<file path="config.mk">
export PLATFORM = sky130hd
export DESIGN_NAME = decoder_scan_n
export DESIGN_NICKNAME = d
export VERILOG_FILES = /design/src/rtl/decoder_scan_n.sv
export SDC_FILE = /design/constraint.sdc
export NUM_CORES = 1
export LEC_CHECK = 0
export BUFFER_PORTS_ARGS = -buffer_cell sky130_fd_sc_hd__clkbuf_2
export CORE_MARGIN = 2
export CORE_UTILIZATION = 40
export DETAILED_ROUTE_END_ITERATION = 8
export MAX_ROUTING_LAYER = met4
export PLACE_DENSITY = 0.73
export SKIP_CTS_REPAIR_TIMING = 1
export SLEW_MARGIN = 20
export SYNTH_ARGS = -nofsm -noshare
export SYNTH_HDL_FRONTEND = slang
export SYNTH_SLANG_ARGS = --single-unit
</file>
<file path="constraint.sdc">
create_clock -name clk -period 5.55 [get_ports clk]
set_clock_uncertainty 0.15 [all_clocks]
set_input_delay 0.8325 -clock clk [delete_from_list [all_inputs] [get_ports clk]]
set_output_delay 0.8325 -clock clk [all_outputs]
set_load 0.1 [all_outputs]
</file>
<file path="src/rtl/decoder_scan_n.sv">
// decoder_scan_n: registered N-to-2^N one-hot decoder with DIRECT and SCAN modes
// Ports:
//   clk, rst_n          rising-edge clock, asynchronous active-low reset
//   en                  block enable; low clears all outputs
//   mode                0 = DIRECT (decode in_sel), 1 = SCAN (walk outputs)
//   in_valid, in_sel    DIRECT select strobe and value
//   dwell               SCAN: cycles per index minus one, compared live
//   mask                (only with DECODER_SCAN_MASK_EN) 1 bit skips that line
//   out, out_valid      registered one-hot code and its valid flag
//   scan_idx            current scan index, 0 outside SCAN
//   wrap                one-cycle pulse when the scan index wraps
// Optional feature macro: DECODER_SCAN_MASK_EN
module decoder_scan_n #(
    parameter int SEL_W = 3,
    parameter int DWELL_W = 8,
    localparam int OUT_W = 2**SEL_W
) (
    input  logic               clk,
    input  logic               rst_n,
    input  logic               en,
    input  logic               mode,
    input  logic               in_valid,
    input  logic [SEL_W-1:0]   in_sel,
    input  logic [DWELL_W-1:0] dwell,
`ifdef DECODER_SCAN_MASK_EN
    input  logic [OUT_W-1:0]   mask,
`endif
    output logic [OUT_W-1:0]   out,
    output logic               out_valid,
    output logic [SEL_W-1:0]   scan_idx,
    output logic               wrap
);
    typedef enum logic [1:0] {IDLE, DIRECT, SCAN} state_t;
    state_t state_q, state_d;
    logic [OUT_W-1:0] out_q, out_d, elig;
    logic out_valid_q, out_valid_d, wrap_q, wrap_d;
    logic [SEL_W-1:0] scan_idx_q, scan_idx_d, next_idx, first_idx;
    logic [DWELL_W-1:0] cnt_q, cnt_d;
`ifdef DECODER_SCAN_MASK_EN
    assign elig = ~mask;
`else
    assign elig = '1;
`endif
    // Cyclic search from idx+1; descending k leaves the nearest eligible line,
    // and k = OUT_W lands back on the current index when it is the only one.
    always_comb begin
        next_idx = scan_idx_q;
        for (int k = OUT_W; k >= 1; k--)
            if (elig[scan_idx_q + SEL_W'(k)]) next_idx = scan_idx_q + SEL_W'(k);
    end
    always_comb begin
        first_idx = '0;
        for (int i = OUT_W - 1; i >= 0; i--)
            if (elig[i]) first_idx = SEL_W'(i);
    end
    always_ff @(posedge clk or negedge rst_n) begin
        if (!rst_n) state_q <= IDLE;
        else        state_q <= state_d;
    end
    always_comb state_d = !en ? IDLE : (mode ? SCAN : DIRECT);
    always_comb begin
        out_d       = out_q;
        out_valid_d = out_valid_q;
        scan_idx_d  = scan_idx_q;
        cnt_d       = cnt_q;
        wrap_d      = 1'b0;
        if (!en) begin
            out_d       = '0;
            out_valid_d = 1'b0;
            scan_idx_d  = '0;
            cnt_d       = '0;
        end else if (!mode) begin
            scan_idx_d = '0;
            cnt_d      = '0;
            if (in_valid) begin
                out_valid_d = elig[in_sel];
                out_d       = elig[in_sel] ? OUT_W'(1) << in_sel : '0;
            end else if (state_q != DIRECT) begin
                out_d       = '0;
                out_valid_d = 1'b0;
            end
        end else if (state_q != SCAN) begin
            scan_idx_d  = first_idx;
            cnt_d       = '0;
            out_valid_d = |elig;
            out_d       = |elig ? OUT_W'(1) << first_idx : '0;
        end else if (~|elig) begin
            out_d       = '0;
            out_valid_d = 1'b0;
        end else if (cnt_q != dwell) begin
            cnt_d = cnt_q + 1'b1;
        end else begin
            cnt_d       = '0;
            scan_idx_d  = next_idx;
            out_d       = OUT_W'(1) << next_idx;
            out_valid_d = 1'b1;
            wrap_d      = next_idx <= scan_idx_q;
        end
    end
    always_ff @(posedge clk or negedge rst_n) begin
        if (!rst_n) begin
            out_q       <= '0;
            out_valid_q <= 1'b0;
            scan_idx_q  <= '0;
            cnt_q       <= '0;
            wrap_q      <= 1'b0;
        end else begin
            out_q       <= out_d;
            out_valid_q <= out_valid_d;
            scan_idx_q  <= scan_idx_d;
            cnt_q       <= cnt_d;
            wrap_q      <= wrap_d;
        end
    end
    assign out       = out_q;
    assign out_valid = out_valid_q;
    assign scan_idx  = scan_idx_q;
    assign wrap      = wrap_q;
endmodule
</file>
## Word-level counts from Yosys, hierarchy flattened

Memory sizes are Yosys's and may differ from the RTL's.
Index checks and enable logic that the tools add are counted.

- Bits in registers: 23
- ROM bits: 64
- Input bits: 16
- Logic and storage cells: 81
- Memories kept: 8

- Add/sub/neg operators: 8
- Magnitude comparators: 9
- Equality and inequality tests: 5
- Shifts and indexed selects: 2
- Multiplexer cells: 42
- Reduce and logical (&&, ||, !) cells: 1

Memories:

| memory | words | width | rd ports | clocked after memory_dff | write ports | line | text |
|---|---|---|---|---|---|---|---|
| (no name shown) | 8 | 1 | 1 | 0 | 0 | 77 | `out_d = elig[in_sel] ? OUT_W'(1) << in_sel : '0;` |
| (no name shown) | 8 | 1 | 1 | 0 | 0 | 49 | `if (elig[scan_idx_q + SEL_W'(k)]) next_idx = scan_idx_q + SEL_W'(k);` |
| (no name shown) | 8 | 1 | 1 | 0 | 0 | 49 |  |
| (no name shown) | 8 | 1 | 1 | 0 | 0 | 49 |  |
| (no name shown) | 8 | 1 | 1 | 0 | 0 | 49 |  |
| (no name shown) | 8 | 1 | 1 | 0 | 0 | 49 |  |
| +2 memories | -- | -- | -- | -- | -- | -- |  |

Operators by type and width:

| operator | number |
|---|---|
| 8-bit 2-to-1 mux | 11 |
| 3-bit 2-to-1 mux | 11 |
| 3-bit by 4-bit < comparator with 1-bit output, second input constant | 8 |
| 1-bit 2-to-1 mux | 18 |
| 1-bit by 3-bit << shifter with 8-bit output, first input constant | 2 |
| 3-bit adder, second input constant | 4 |
| 8-bit by 1-bit adder with 8-bit output, second input constant | 1 |
| 8-bit inequality test | 1 |
| 3-bit by 2-bit adder with 3-bit output, second input constant | 2 |
| 2-bit 2-to-1 mux | 2 |
| 4-bit by 1-bit inequality test with 1-bit output, second input constant | 1 |
| 4-bit inequality test, second input constant | 1 |
| 3-bit by 1-bit adder with 3-bit output, second input constant | 1 |
| 3-bit less-or-equal comparator | 1 |
| 2-bit by 1-bit inequality test with 1-bit output, second input constant | 1 |
| 2-bit inequality test, second input constant | 1 |
| 2-bit AND reduction | 1 |

## Logic depth before layout (Yosys ltp)

- Word-level depth: 15
- Depth in mapped cells: 7
- Gate-level depth less buffers: 6

## Least setup slack after synthesis

No wires, ideal clock.

- Path type: register to register
- Start: register scan_idx_q[0] (netlist: scan_idx[0])
- End: register wrap_q (netlist: wrap)
- Library setup time: 0.101 ns
- Data arrival time: 2.148 ns
- Data required time: 5.299 ns
- Setup slack: 3.151 ns
- Stages on the path, launching flop included: 7
- Path buffers: 0
- Cell sequence: dfrtp_1 > inv_1 > ha_1 > xnor2_1 > a211oi_1 > a21oi_1 > nor4_1

- Cells in the longest elaborated chain, start to end: 15

RTL lines:

| item | line | text |
|---|---|---|
| from (decl) | 37 | `logic [SEL_W-1:0] scan_idx_q, scan_idx_d, next_idx, first_idx;` |
| from (signal assigned) | 110 | `scan_idx_q <= scan_idx_d;` |
| 3-bit adder | 49 |  |
| memory read 8 x 1 bit | -- |  |
| 1-bit 2-to-1 mux (implied by the code) | 49 |  |
| 3-bit 2-to-1 mux (7 in a row) | 49 |  |
| 3-bit less-or-equal comparator (*) | 97 | `wrap_d = next_idx <= scan_idx_q;` |
| 1-bit 2-to-1 mux (*) | 90 | `end else if (cnt_q != dwell) begin` |
| 1-bit 2-to-1 mux (*) | 82 | `end else if (state_q != SCAN) begin` |
| 1-bit 2-to-1 mux (*) | 72 | `end else if (!mode) begin` |
| 1-bit 2-to-1 mux (*) | 67 | `if (!en) begin` |
| via wrap_d | 36 | `logic out_valid_q, out_valid_d, wrap_q, wrap_d;` |
| to (signal assigned) | 112 | `wrap_q <= wrap_d;` |
| to (decl) | 36 |  |

The timed path passes the listed nets; every way through them passes the cells marked *. The select of a mux whose other input is x is not followed.
A chain may end at the register's enable or synchronous reset.

## Worst setup path in the final report

- Start: input port dwell[1]
- End: register out_q[7] (netlist: out[7])

- Cells in the longest elaborated chain, start to end: 3

RTL lines:

| item | line | text |
|---|---|---|
| from (decl) | 24 | `input logic [DWELL_W-1:0] dwell,` |
| 8-bit inequality test | 90 |  |
| 4-bit inequality test (no source line) | -- |  |
| 2-bit AND reduction (no source line) | -- |  |
| to (signal assigned) | 108 | `out_q <= out_d;` |
| to (decl) | 35 | `logic [OUT_W-1:0] out_q, out_d, elig;` |

No other way between the ends.

==> metrics.yaml <==
floorplanning:
  start_util_pct: 42.2
  chipHeight_um: 60.8
  top_level_ports: 29
  fp.coreArea_um2: 3050
  die_area_um2: 3690
  fp.dieW_um: 60.8
  rows: 20
final_layout:
  nets: 176
  drive_gt1_share_pct: 25.7
  antenna_cells: 0
  final_area_um2: 1490
  syn_to_final_growth_pct: 15.7
setup_path:
  cp_max_fo: 13
  cp.required_ns: 5.61
  r2r_start: "cnt_q[3]"
  startpoint: "dwell[1]"
  end_kind: "flip-flop"
  crit_arrival_ns: 2.63
  critPathLaunchType: "input pin"
  path_class: "input pin to flip-flop"
logic_synthesis:
  synth_area_leaders: "dfrtp_1 (45%), xnor2_1 (8.8%), ha_1 (6.8%), mux2_4 (5.8%), nor2_1 (4.1%)"
  yosys.cell_types.count: 32
  synth_edf_count: 0
  synthDominantCellAreaShare_pct: 44.7
  yosysTopAreaCell: "dfrtp_1"
  ys_ff_latch: 23
  ys_warn_count: 0
  async_flop_share_pct: 100
  ys.flop_type: "dfrtp_1"
  synth_seq_area_share_pct: 44.7
  syn_inst: 123
  synth_area_um2: 1290
  synth_nets: 146
  avgSynthCellArea_um2: 10.5
grt:
  grt_pass1_vias: 1006
  grt_use_total_pct: 16.2
  antenna_found_initial: 0
  grt_remaining_overflow: 0
  grt_busiest_layer: "met2"
  grtUsageMet2_pct: 26.9
  grt_max_degree: 24
  grt_use_met1_pct: 19.3
  met3_usage_pct: 2.56
  grt_pass1_wl_mm: 4.34
placement:
  pre_cts_ws_ns: 2.66
  gp_congestion: 0.786
  port_buffers: 28
  place_area_um2: 1460
  dp_hpwl_mm: 1.99
sta:
  timing_hold_violations_final: 0
  tightest_slew_ns: 0.564
  finalCritPeriodShare_pct: 46.3
  timing.final.ws_setup_ns: 2.98
  timing.slew.headroom_pct: 62.4
  setup_tns_ns: 0
  fmax_mhz: 389
  fin_crit_ns: 2.57
  setup-violations-final: 0
  finalMaxSlewViolations: 0
  rsz0062_at_grt: "no"
detailed_routing:
  wirelength_mm: 2.56
  drt_iter0_markers: 32
  drt-wirelength-per-cell_um: 13.1
  drc: 0
  detail-route-antenna-nets: 0
  vias: 1011
  vias_per_cell: 5.16
  first_pass_iters: 5
pwr:
  p_int_w: 0.000211
  p_sw_w: 0.0000905
  powerDensity_nw_per_um2: 202
  p_total_w: 0.000302
  p_leak_nw: 0.712
  ir_drop_v: 0.000116
  pwr-share-clk_pct: 26.9
  p_seq_share_pct: 57.4
  p_comb_share_pct: 15.7
  switching_share_pct: 30.0
outcome:
  status: "finished, final reports clean"
clock_network:
  cts_root_buf: "clkbuf_4"
  clockBufferDepth: 2
  cts_buffers: 3
  clock_sinks: 23
  cts_tree: "built"
  cts_max_level: 1
  clkTransAtPathRegs_ns: 0.14
  insertion_delay_ns: 0.32
job:
  drv_cap: 0
hold_path:
  hold_path.class: "input pin to async pin"
## registers in the layout, indices dropped and copies added (netlist names)
name	cells
out	8
cnt_q	8
scan_idx	3
state_q	2
out_valid	1
wrap	1
## routing by layer
metal	wire length, um	up-vias	part of all wire, %
met1	1130	479	44
met5	0	-	0
li1	-	486	-
met2	1240	35	49
met4	66	0	2.6
met3	114	11	4.5
## metrics by stage
| stage | utilization (%) | std cells | hold slack [ns] |
|---|---|---|---|
| finish | 48.9 | 196 | 0.316 |
| global route | 48.9 | 196 | 0.354 |
| CTS | 48.9 | 196 | 0.340 |
| detailed placement | 48.0 | 192 | 0.354 |
| global placement | 48.0 | 192 | 0.349 |
| floorplan | - | 123 | 0.335 |
## kinds of logic (layout without fill, tap and decap cells)
| kind of cell | Yosys count | count (layout) | share of synthesized area (%) |
|---|---|---|---|
| and+or+nand+nor | 40 | 40 | 16.4 |
| DFF | 23 | 23 | 44.7 |
| AOI/OAI and AO/OA | 22 | 22 | 11.1 |
| xor gates and xnor gates | 18 | 18 | 12.2 |
| buffers and inverters | 8 | 37 | 3.01 |
| adders and majority gates | 7 | 7 | 6.80 |
| muxes | 5 | 5 | 5.83 |
## final timing paths
| kind | endpoint | slack, ns | cells past startpoint |
|---|---|---|---|
| worst max register to register | out[7] | 3.10 | 5 |
| worst min register to register | out[0] | 0.38 | 1 |
| max in group asynchronous | cnt_q[5] | 4.55 | 1 |
| worst min-delay path | out[2] | 0.32 | 1 |
| min in group clk | out[0] | 0.38 | 1 |
| worst max-delay path | out[7] | 2.98 | 6 |
## critical path, cell delays in order
cell      delay (ns)
clkbuf_2        0.09
xnor2_1         0.21
and4_1          0.28
a21o_1          0.39
and2_1          0.48
mux2_4          0.34
## synth_stat cells (2+ instances only)
master,instances
o21ai_0,2
nand4_1,2
a22o_1,2
mux2_4,5
and3_1,3
nor2b_1,4
a22oi_1,3
ha_1,7
xor2_1,5
inv_1,5
nor2_1,14
a32o_1,2
nand3_1,4
nand2_1,4
a21oi_1,10
dfrtp_1,23
xnor2_1,13
## power groups by stage
stage | Sequential [W] | Combinational [W] | Clock (W)
after floorplan | 0.000195 | 0.0000140 | 0
after global placement | 0.000176 | 0.0000469 | 0
after detailed placement | 0.000176 | 0.0000477 | 0
after CTS | 0.000173 | 0.0000477 | 0.0000826
after global routing | 0.000174 | 0.0000508 | 0.0000920
final | 0.000173 | 0.0000474 | 0.0000810
## layout by cell type, fill, tap and decap left out, types with 2 or more instances in the layout
master     n
o21ai_0    2
nand4_1    2
a21oi_1   10
clkbuf_2  28
nor2_1    14
ha_1       7
nor2b_1    4
clkbuf_4   3
a22o_1     2
and3_1     3
a22oi_1    3
mux2_4     5
nand3_1    4
nand2_1    4
xor2_1     5
dfrtp_1   23
xnor2_1   13
inv_1      5
a32o_1     2
## area by class of cell
cell class	instances	area (um2)
fillers	300	1560
multi-input cells	92	674
flip-flops and latches	23	576
repair buffers	28	140
well taps	44	55.1
clock buffers	3	22.5
inverters	5	18.8
clock inverters	1	5.00
No activity file was read; power rests on OpenSTA's default activity.
